--- config.mk ---
export PLATFORM = sky130hd
export DESIGN_NAME = pipeline_ctrl_flat
export DESIGN_NICKNAME = d
export VERILOG_FILES = /design/src/rtl/pipeline_ctrl_if.sv /design/src/rtl/pipeline_ctrl.sv /design/src/flat_wrapper.sv
export SDC_FILE = /design/constraint.sdc
export NUM_CORES = 1
export LEC_CHECK = 0
export CORE_MARGIN = 2
export CORE_UTILIZATION = 53
export CTS_CLUSTER_DIAMETER = 80
export DETAILED_ROUTE_END_ITERATION = 16
export GPL_TIMING_DRIVEN = 0
export PLACE_DENSITY = 0.82
export SETUP_SLACK_MARGIN = 0.05
export SKIP_LAST_GASP = 1
export SLEW_MARGIN = 15
export SYNTH_ARGS = -nofsm -noshare
export SYNTH_HDL_FRONTEND = slang
export SYNTH_SLANG_ARGS = --single-unit
export TNS_END_PERCENT = 20
--- constraint.sdc ---
create_clock -name clk -period 5.9 [get_ports clk]
set_input_delay 1.18 -clock clk [delete_from_list [all_inputs] [get_ports clk]]
set_output_delay 1.18 -clock clk [all_outputs]
set_load 0.05 [all_outputs]
--- src/rtl/pipeline_ctrl_if.sv ---
// Pipeline hazard/stall control bus.
// Groups the hazard-detection inputs coming from the datapath and the
// enable/flush/status outputs produced by the controller.
//   master : datapath side (drives hazard info, observes control)
//   slave  : controller side (pipeline_ctrl)
interface pipeline_ctrl_if;
  // hazard / memory status from the datapath
  logic [4:0]  id_rs1_addr;
  logic [4:0]  id_rs2_addr;
  logic        id_uses_rs1;
  logic        id_uses_rs2;
  logic        ex_mem_read;
  logic [4:0]  ex_rd_addr;
  logic        ex_branch_taken;
  logic        mem_req;
  logic        mem_ready;
  // pipeline control back to the datapath
  logic        pc_en;
  logic        pc_sel_branch;
  logic        ifid_en;
  logic        ifid_flush;
  logic        idex_en;
  logic        idex_flush;
  logic        exmem_en;
  logic        memwb_flush;
  // status
  logic        mem_timeout;
  logic [15:0] stall_cycles;
  logic [15:0] flush_count;

  modport master (
    output id_rs1_addr, id_rs2_addr, id_uses_rs1, id_uses_rs2,
           ex_mem_read, ex_rd_addr, ex_branch_taken, mem_req, mem_ready,
    input  pc_en, pc_sel_branch, ifid_en, ifid_flush, idex_en, idex_flush,
           exmem_en, memwb_flush, mem_timeout, stall_cycles, flush_count
  );

  modport slave (
    input  id_rs1_addr, id_rs2_addr, id_uses_rs1, id_uses_rs2,
           ex_mem_read, ex_rd_addr, ex_branch_taken, mem_req, mem_ready,
    output pc_en, pc_sel_branch, ifid_en, ifid_flush, idex_en, idex_flush,
           exmem_en, memwb_flush, mem_timeout, stall_cycles, flush_count
  );
endinterface

--- src/rtl/pipeline_ctrl.sv ---
// Five-stage pipeline hazard controller.
// Resolves memory freezes, taken-branch flushes and load-use stalls into
// per-stage enable/flush strobes (combinational, zero-cycle latency), and
// flags a sticky error when data memory stalls for too long.
// Ports:
//   clk    : clock
//   reset  : synchronous active-high reset
//   bus    : pipeline_ctrl_if.slave (hazard inputs, control/status outputs)
// Parameter:
//   MEM_TIMEOUT : consecutive MEM_WAIT freeze cycles tolerated (1..65535)
//
// state    | meaning
// ---------+-----------------------------------------------------------
// RUN      | normal issue; hazards handled cycle by cycle
// MEM_WAIT | data memory access outstanding, pipeline frozen, wait_cnt runs
// ERROR    | memory timed out; pipeline held, left only by reset
module pipeline_ctrl #(
  parameter int MEM_TIMEOUT = 255
) (
  input logic           clk,
  input logic           reset,
  pipeline_ctrl_if.slave bus
);

  typedef enum logic [1:0] {
    RUN      = 2'd0,
    MEM_WAIT = 2'd1,
    ERROR    = 2'd2
  } state_t;

  localparam logic [15:0] TIMEOUT_VAL = 16'(MEM_TIMEOUT);

  state_t      state_q, state_d;
  state_t      cur_state;
  logic [15:0] wait_cnt_q, wait_cnt_d;
  logic [15:0] stall_cycles_q, stall_cycles_d;
  logic [15:0] flush_count_q, flush_count_d;

  logic freeze, load_use;
  logic do_branch, do_load_use;

  logic pc_en, pc_sel_branch, ifid_en, ifid_flush;
  logic idex_en, idex_flush, exmem_en, memwb_flush;

  // While reset is held, outputs behave as if already in RUN.
  assign cur_state = reset ? RUN : state_q;

  assign freeze = (cur_state == RUN || cur_state == MEM_WAIT) &&
                  bus.mem_req && !bus.mem_ready;

  assign load_use = bus.ex_mem_read && (bus.ex_rd_addr != 5'd0) &&
                    ((bus.id_uses_rs1 && bus.id_rs1_addr == bus.ex_rd_addr) ||
                     (bus.id_uses_rs2 && bus.id_rs2_addr == bus.ex_rd_addr));

  // Priority: ERROR > freeze > branch > load_use.
  assign do_branch   = (cur_state != ERROR) && !freeze && bus.ex_branch_taken;
  assign do_load_use = (cur_state != ERROR) && !freeze &&
                       !bus.ex_branch_taken && load_use;

  // State register
  always_ff @(posedge clk) begin
    if (reset) begin
      state_q        <= RUN;
      wait_cnt_q     <= 16'd0;
      stall_cycles_q <= 16'd0;
      flush_count_q  <= 16'd0;
    end else begin
      state_q        <= state_d;
      wait_cnt_q     <= wait_cnt_d;
      stall_cycles_q <= stall_cycles_d;
      flush_count_q  <= flush_count_d;
    end
  end

  // Next state and counters
  always_comb begin
    state_d        = state_q;
    wait_cnt_d     = wait_cnt_q;
    stall_cycles_d = stall_cycles_q;
    flush_count_d  = flush_count_q;

    unique case (state_q)
      RUN: begin
        if (freeze) begin
          state_d    = MEM_WAIT;
          wait_cnt_d = 16'd1;
        end
      end
      MEM_WAIT: begin
        if (!freeze) begin
          state_d    = RUN;
          wait_cnt_d = 16'd0;
        end else if (wait_cnt_q == TIMEOUT_VAL) begin
          state_d = ERROR;
        end else begin
          wait_cnt_d = wait_cnt_q + 16'd1;
        end
      end
      ERROR: begin
        state_d = ERROR;
      end
      default: begin
        state_d    = RUN;
        wait_cnt_d = 16'd0;
      end
    endcase

    if ((freeze || do_load_use) && stall_cycles_q != 16'hFFFF)
      stall_cycles_d = stall_cycles_q + 16'd1;
    if (do_branch && flush_count_q != 16'hFFFF)
      flush_count_d = flush_count_q + 16'd1;
  end

  // Pipeline control outputs
  always_comb begin
    pc_en         = 1'b1;
    pc_sel_branch = 1'b0;
    ifid_en       = 1'b1;
    ifid_flush    = 1'b0;
    idex_en       = 1'b1;
    idex_flush    = 1'b0;
    exmem_en      = 1'b1;
    memwb_flush   = 1'b0;

    if (cur_state == ERROR) begin
      pc_en    = 1'b0;
      ifid_en  = 1'b0;
      idex_en  = 1'b0;
      exmem_en = 1'b0;
    end else if (freeze) begin
      // Hold everything up to EX/MEM; let MEM/WB drain a bubble.
      pc_en       = 1'b0;
      ifid_en     = 1'b0;
      idex_en     = 1'b0;
      exmem_en    = 1'b0;
      memwb_flush = 1'b1;
    end else if (do_branch) begin
      pc_sel_branch = 1'b1;
      ifid_flush    = 1'b1;
      idex_flush    = 1'b1;
    end else if (do_load_use) begin
      // Hold PC and IF/ID, insert one bubble into EX.
      pc_en      = 1'b0;
      ifid_en    = 1'b0;
      idex_flush = 1'b1;
    end
  end

  assign bus.pc_en         = pc_en;
  assign bus.pc_sel_branch = pc_sel_branch;
  assign bus.ifid_en       = ifid_en;
  assign bus.ifid_flush    = ifid_flush;
  assign bus.idex_en       = idex_en;
  assign bus.idex_flush    = idex_flush;
  assign bus.exmem_en      = exmem_en;
  assign bus.memwb_flush   = memwb_flush;
  assign bus.mem_timeout   = (cur_state == ERROR);
  assign bus.stall_cycles  = stall_cycles_q;
  assign bus.flush_count   = flush_count_q;

endmodule

--- src/flat_wrapper.sv ---
// flat-port wrapper written by rule: the top's interface ports become plain ports
module pipeline_ctrl_flat 
#(
  parameter int MEM_TIMEOUT = 255
)
  (clk, reset, bus_id_rs1_addr, bus_id_rs2_addr, bus_id_uses_rs1, bus_id_uses_rs2, bus_ex_mem_read, bus_ex_rd_addr, bus_ex_branch_taken, bus_mem_req, bus_mem_ready, bus_pc_en, bus_pc_sel_branch, bus_ifid_en, bus_ifid_flush, bus_idex_en, bus_idex_flush, bus_exmem_en, bus_memwb_flush, bus_mem_timeout, bus_stall_cycles, bus_flush_count);
  pipeline_ctrl_if bus_i ();
  input logic clk;
  input logic reset;
  input wire logic [$bits(bus_i.id_rs1_addr)-1:0] bus_id_rs1_addr;
  input wire logic [$bits(bus_i.id_rs2_addr)-1:0] bus_id_rs2_addr;
  input wire logic [$bits(bus_i.id_uses_rs1)-1:0] bus_id_uses_rs1;
  input wire logic [$bits(bus_i.id_uses_rs2)-1:0] bus_id_uses_rs2;
  input wire logic [$bits(bus_i.ex_mem_read)-1:0] bus_ex_mem_read;
  input wire logic [$bits(bus_i.ex_rd_addr)-1:0] bus_ex_rd_addr;
  input wire logic [$bits(bus_i.ex_branch_taken)-1:0] bus_ex_branch_taken;
  input wire logic [$bits(bus_i.mem_req)-1:0] bus_mem_req;
  input wire logic [$bits(bus_i.mem_ready)-1:0] bus_mem_ready;
  output wire logic [$bits(bus_i.pc_en)-1:0] bus_pc_en;
  output wire logic [$bits(bus_i.pc_sel_branch)-1:0] bus_pc_sel_branch;
  output wire logic [$bits(bus_i.ifid_en)-1:0] bus_ifid_en;
  output wire logic [$bits(bus_i.ifid_flush)-1:0] bus_ifid_flush;
  output wire logic [$bits(bus_i.idex_en)-1:0] bus_idex_en;
  output wire logic [$bits(bus_i.idex_flush)-1:0] bus_idex_flush;
  output wire logic [$bits(bus_i.exmem_en)-1:0] bus_exmem_en;
  output wire logic [$bits(bus_i.memwb_flush)-1:0] bus_memwb_flush;
  output wire logic [$bits(bus_i.mem_timeout)-1:0] bus_mem_timeout;
  output wire logic [$bits(bus_i.stall_cycles)-1:0] bus_stall_cycles;
  output wire logic [$bits(bus_i.flush_count)-1:0] bus_flush_count;
  assign bus_i.id_rs1_addr = bus_id_rs1_addr;
  assign bus_i.id_rs2_addr = bus_id_rs2_addr;
  assign bus_i.id_uses_rs1 = bus_id_uses_rs1;
  assign bus_i.id_uses_rs2 = bus_id_uses_rs2;
  assign bus_i.ex_mem_read = bus_ex_mem_read;
  assign bus_i.ex_rd_addr = bus_ex_rd_addr;
  assign bus_i.ex_branch_taken = bus_ex_branch_taken;
  assign bus_i.mem_req = bus_mem_req;
  assign bus_i.mem_ready = bus_mem_ready;
  assign bus_pc_en = bus_i.pc_en;
  assign bus_pc_sel_branch = bus_i.pc_sel_branch;
  assign bus_ifid_en = bus_i.ifid_en;
  assign bus_ifid_flush = bus_i.ifid_flush;
  assign bus_idex_en = bus_i.idex_en;
  assign bus_idex_flush = bus_i.idex_flush;
  assign bus_exmem_en = bus_i.exmem_en;
  assign bus_memwb_flush = bus_i.memwb_flush;
  assign bus_mem_timeout = bus_i.mem_timeout;
  assign bus_stall_cycles = bus_i.stall_cycles;
  assign bus_flush_count = bus_i.flush_count;
  pipeline_ctrl #(.MEM_TIMEOUT(MEM_TIMEOUT)) u_core (.clk(clk), .reset(reset), .bus(bus_i));
endmodule
-- After elaboration in Yosys (flattened, before gate mapping)
Cells that the tools add are included.
- bitwise operators: 1
- muxes and demuxes: 24
- $add $sub $neg: 3
- equality and inequality tests: 13
- reduce and logical (&&, ||, !) cells: 23
- operator list (kind ; count):
    16-bit by 1-bit adder with 16-bit output, second input constant ; 3
    16-bit 2-to-1 mux ; 3
    16-bit one-hot mux with 3 select lines ; 1
    16-bit inequality test, second input constant ; 2
    16-bit by 8-bit == test with 1-bit output, second input constant ; 1
    1-bit 2-to-1 mux ; 15
    1-bit logical AND ; 12
    5-bit == test ; 2
    2-bit 2-to-1 mux ; 4
    3-bit inequality test, second input constant ; 2
    2-bit one-hot mux with 3 select lines ; 1
    5-bit nonzero test ; 1
    2-bit by 1-bit == test with 1-bit output, second input constant ; 2
    2-bit == test, second input constant ; 2
    2-bit zero test ; 2
    1-bit zero test ; 3
    1-bit logical OR ; 3
    3-bit AND reduction ; 1
    2-bit by 1-bit inequality test with 1-bit output, second input constant ; 1
    2-bit inequality test, second input constant ; 1
    2-bit AND reduction ; 1
    1-bit inverter ; 1
- word-level logic and storage cells: 68
- bits of input ports: 23
- output and inout port bits: 41
- register bits: 50

-- Logic depth before layout (Yosys ltp)
- word-level depth: 13
- mapped depth: 9
- gate-level depth less buffers: 7

-- Least setup slack after synthesis
OpenSTA, ideal clock, no wires.
- kind: input -> output
- start: in reset
- end: out bus_pc_en
- arrival: 4.084 ns
- path buffers: 1
- slack: 0.636 ns
- cell stages on the path: 4
- cells stage by stage: nor3b_1 nor2_1 o21a_1 buf_4
- cells in the longest elaborated chain, start to end: 13
- elaborated cells between the ends (all ways): 17
- ends and longest elaborated chain (what ; line ; source):
    from (decl) ; flat_wrapper.sv:9 ; input logic reset;
    2-bit 2-to-1 mux * ; pipeline_ctrl.sv:46 ; assign cur_state = reset ? RUN : state_q;
    2-bit by 1-bit == test with 1-bit output / 2-bit zero test (equally long branches) ; pipeline_ctrl.sv:48 ; assign freeze = (cur_state == RUN || cur_state == MEM_WAIT) &&
    1-bit logical OR ; pipeline_ctrl.sv:48 ;
    1-bit logical AND ; pipeline_ctrl.sv:48 ;
    1-bit logical AND ; pipeline_ctrl.sv:49 ; bus.mem_req && !bus.mem_ready;
    1-bit zero test ; pipeline_ctrl.sv:56, pipeline_ctrl.sv:57 ;
    1-bit logical AND ; pipeline_ctrl.sv:56, pipeline_ctrl.sv:57 ;
    1-bit logical AND ; pipeline_ctrl.sv:57 ; assign do_load_use = (cur_state != ERROR) && !freeze &&
    1-bit logical AND ; pipeline_ctrl.sv:58 ; !bus.ex_branch_taken && load_use;
    1-bit 2-to-1 mux (3 in series) ; - ;
    1-bit 2-to-1 mux * ; - ;
    to (decl) ; flat_wrapper.sv:19 ; output wire logic [$bits(bus_i.pc_en)-1:0] bus_pc_en;
Every way passes the cells marked *; elsewhere a longest branch is shown, timed or not.

-- Worst setup path after layout
- start: in bus_ex_rd_addr[0]
- end: out bus_pc_en
- cells in the longest elaborated chain, start to end: 9
- elaborated cells between the ends (all ways): 13
- ends and longest elaborated chain (what ; line ; source):
    from (decl) ; flat_wrapper.sv:15 ; input wire logic [$bits(bus_i.ex_rd_addr)-1:0] bus_ex_rd_addr;
    5-bit == test, on equally long branches ; pipeline_ctrl.sv:52, pipeline_ctrl.sv:53 ;
    1-bit logical AND, on equally long branches ; pipeline_ctrl.sv:52, pipeline_ctrl.sv:53 ;
    1-bit logical OR ; pipeline_ctrl.sv:52 ; ((bus.id_uses_rs1 && bus.id_rs1_addr == bus.ex_rd_addr) ||
    1-bit logical AND * ; pipeline_ctrl.sv:51 ; assign load_use = bus.ex_mem_read && (bus.ex_rd_addr != 5'd0) &&
    1-bit logical AND * ; pipeline_ctrl.sv:58 ;
    1-bit 2-to-1 mux * ; pipeline_ctrl.sv:141 ; end else if (do_load_use) begin
    1-bit 2-to-1 mux * ; pipeline_ctrl.sv:137 ; end else if (do_branch) begin
    1-bit 2-to-1 mux * ; pipeline_ctrl.sv:130 ; end else if (freeze) begin
    1-bit 2-to-1 mux * ; pipeline_ctrl.sv:125 ; if (cur_state == ERROR) begin
Marks and branches as above.

==> results.cfg <==
[run_status]
outcome = finished, final reports clean

[route]
wl_met1_um = 2780
drc_errors = 0
top_layer_used = met4
drt_iter0_markers = 106
vias = 2511
viasPerCell = 5.58
final_antenna_net_count = 0
wl_met3_um = 226
wirelength_um = 6170
drt-pass1-iter-count = 4
wl_met2_um = 3130
wire_per_inst_um = 13.7

[setup_path]
timing.rr.end = u_core.bus.stall_cycles[10]
start_kind = input port
reg2reg_slack_ns = 3.66
cp.arrival_ns = 3.54
worstSetupPathType = input port to output port
cp-startpoint = bus_ex_rd_addr[0]
worstPathCellList = clkdlybuf4s50_1, or4_1, o21ai_2, nand2b_1, o21a_1, buf_4, clkdlybuf4s50_1
reg2regPathDepth = 8
path_buf_inv = 3
reg2reg_from = u_core.bus.stall_cycles[0]
crit_top_cell = clkdlybuf4s50_1
crit_family = buffers and inverters
critical_path_peak_fanout = 3
endpoint_kind = output port
max_stage_delay_ns = 0.78
worst_ep_required_time_ns = 4.72
slowest_stage = clkdlybuf4s50_1

[clock_tree]
cts_sinks = 50
cts_buffer_depth = 2
cts_setup_buffers = 0
cts-root-buf = clkbuf_8
worstSkewPairLatency_ns = 0.30
clk_pin_slew_ns = 0.09
ctsResizeCount = 0
htreeDepth = 2
cts_buffers = 5
cts_tree = done
hold_buffers = 0

[timing]
setup_viol = 0
clock_skew_ns = 0.00721
fin_setup_tns_ns = 0
slew_viol_final = 0
period_needed_ns = 4.72
worstMarginPinSlew_ns = 0.728
timing.fmax_ghz = 0.212
rsz0062_at_grt = false
hold_viol = 0
slew_headroom_pct = 51.3
fin_crit_sh_pct = 79.9

[synthesis]
synth_edf_count = 0
yosys_register_bits = 50
ys_top_cells_by_count = 50 x dfxtp_1, 40 x nor2_1, 22 x nand2_1
syn_inst = 312
synth.area.top_cells = dfxtp_1 38%, xor2_1 5.9%, nor2_1 5.7%, xnor2_1 5.6%, nand4_1 4.5%
yosys_warnings = 0
synth.net_count = 338
post_synth_num_cell_types = 48
synth_area_um2 = 2650
synth_most_common_cell = dfxtp_1
yosysSeqAreaShare_pct = 37.8
avgSynthCellArea_um2 = 8.50
synth_top_cell_by_area = dfxtp_1
async_flop_share_pct = 0
yosysTopAreaCellShare_pct = 37.8
synthFlopType = dfxtp_1

[power]
total_power_mw = 0.729
internal_power_mw = 0.562
power.share.sequential_pct = 47.3
clkPwrFrac_pct = 39.9
vdd_ir_drop_max_mv = 0.189
combPwrFrac_pct = 12.8
p_per_area_nw_per_um2 = 208
p_sw_mw = 0.166
swShare_pct = 22.8
leakage_nw = 1.21

[global_route]
globalRoute.totalOverflow = 0
first_global_vias = 2308
track_usage_pct = 23.3
grt_max_degree = 16
antenna_found_initial = 0
grt_pass1_wl_um = 10300

[die]
fp.coreArea_um2 = 4790
chipHeight_um = 74.7
dieArea_um2 = 5580
start_util_pct = 55.4
die_w_um = 74.7
ios = 64
num_rows = 25

[min_path]
hold_end = u_core.bus.stall_cycles[5]
worstHoldStart = u_core.bus.stall_cycles[5]
hp-class = flop to flop
min_path_cells = 2

[flow_run]
drv_cap = 0

[layout]
area_growth_pct = 32.3
layout-drive-gt1-share_pct = 8.36
finalNetCount = 408
antenna_cells = 0
filler_cell_count = 392

[placed_design]
place.gp.congestion = 0.859
portBuffers = 63
dp_hpwl_um = 4660
-- routing by layer --
| layer | vias to the layer above | track usage (%) |
|---|---|---|
| met2 | 57 | 39.6 |
| met4 | 0 | 7.94 |
| met1 | 1195 | 29.7 |
| met5 | - | 0 |
| met3 | 4 | 4.69 |
| li1 | 1255 | - |
-- cell usage in the layout, fill, tap and decap left out, types with 2 or more instances in the layout --
cell type | Yosys | final
and3_1 | 9 | 9
mux2i_1 | 2 | 2
dfxtp_1 | 50 | 50
nand4_1 | 19 | 19
o21a_1 | 2 | 2
or4_1 | 6 | 6
clkbuf_1 | 5 | 5
bufinv_16 | 0 | 2
nor2b_1 | 2 | 2
nor2_1 | 40 | 40
xor2_1 | 18 | 18
and2_1 | 3 | 3
nand3_1 | 14 | 14
o21ai_0 | 16 | 16
clkbuf_8 | 2 | 8
or3_2 | 4 | 4
nand2b_1 | 3 | 3
buf_6 | 4 | 4
xnor2_1 | 17 | 17
ha_1 | 3 | 3
nor3_1 | 4 | 4
o31ai_1 | 2 | 2
nand2_1 | 22 | 22
buf_4 | 4 | 4
a21oi_1 | 18 | 18
and4_1 | 4 | 4
or3_1 | 9 | 9
inv_1 | 6 | 6
nor3b_1 | 2 | 2
a311oi_1 | 2 | 2
and3_2 | 2 | 2
clkdlybuf4s50_1 | 0 | 63
-- how the worst max path moves through the flow --
stage / end / slack [ns] / cells after the start
6_report: bus_pc_en / 1.18 / 7
5_1_grt: bus_pc_en / 1.12 / 6
4_1_cts: bus_pc_en / 1.17 / 7
3_5_place_dp: bus_pc_en / 1.18 / 7
3_3_place_gp: bus_pc_en / 1.19 / 7
2_1_floorplan: bus_pc_en / 0.64 / 4
-- power groups by stage --
stage / clock, mW / combinational (mW) / sequential, mW
final: 0.291 / 0.0934 / 0.345
after global routing: 0.312 / 0.0993 / 0.345
after CTS: 0.298 / 0.0938 / 0.345
after detailed placement: 0 / 0.0935 / 0.352
after global placement: 0 / 0.0915 / 0.352
after floorplan: 0 / 0.0485 / 0.360
-- stage by stage --
step	cells	hold slack, ns	cell area, µm²	utilization [%]	setup slack [ns]
global placement	442	0.473	3370	70.3	1.19
finish	450	0.497	3510	73.3	1.18
detailed placement	442	0.492	3370	70.3	1.18
CTS	450	0.504	3510	73.3	1.17
global route	450	0.553	3510	73.3	1.12
floorplan	312	0.449	2650	-	0.636
-- worst min-delay path: stages (launching register included) --
cell     delay, ns
dfxtp_1       0.33
o21ai_0       0.07
a21oi_1       0.06
-- kinds of logic (layout without fill, tap and decap cells) --
family                     after synthesis  in the layout  synth area share, %
and+or+nand+nor                        147            147                 30.2
buffers and inverters                   22             93                 5.62
AOI/OAI and AO/OA                       53             53                 12.6
DFF                                     50             50                 37.8
adders and majority gates                3              3                 1.42
xor gates and xnor gates                35             35                 11.6
muxes                                    2              2                0.755
-- area by class of cell --
class,instances,area [µm²],area share [%]
clock inverter,2,60.1,1.71
timing repair buffer,63,631,18.0
buffer,16,126,3.60
tap,67,83.8,2.39
inverter,6,22.5,0.642
sequential,50,1000,28.5
multi-input combinational,240,1500,42.8
clock buffer,6,82.6,2.35
-- registers in the layout (all words and copies together) (netlist names) --
register,cells
u_core.bus.stall_cycles,16
u_core.wait_cnt_q,16
u_core.bus.flush_count,16
u_core.state_q,2
Note: power is estimated with default switching activity, not from simulation.
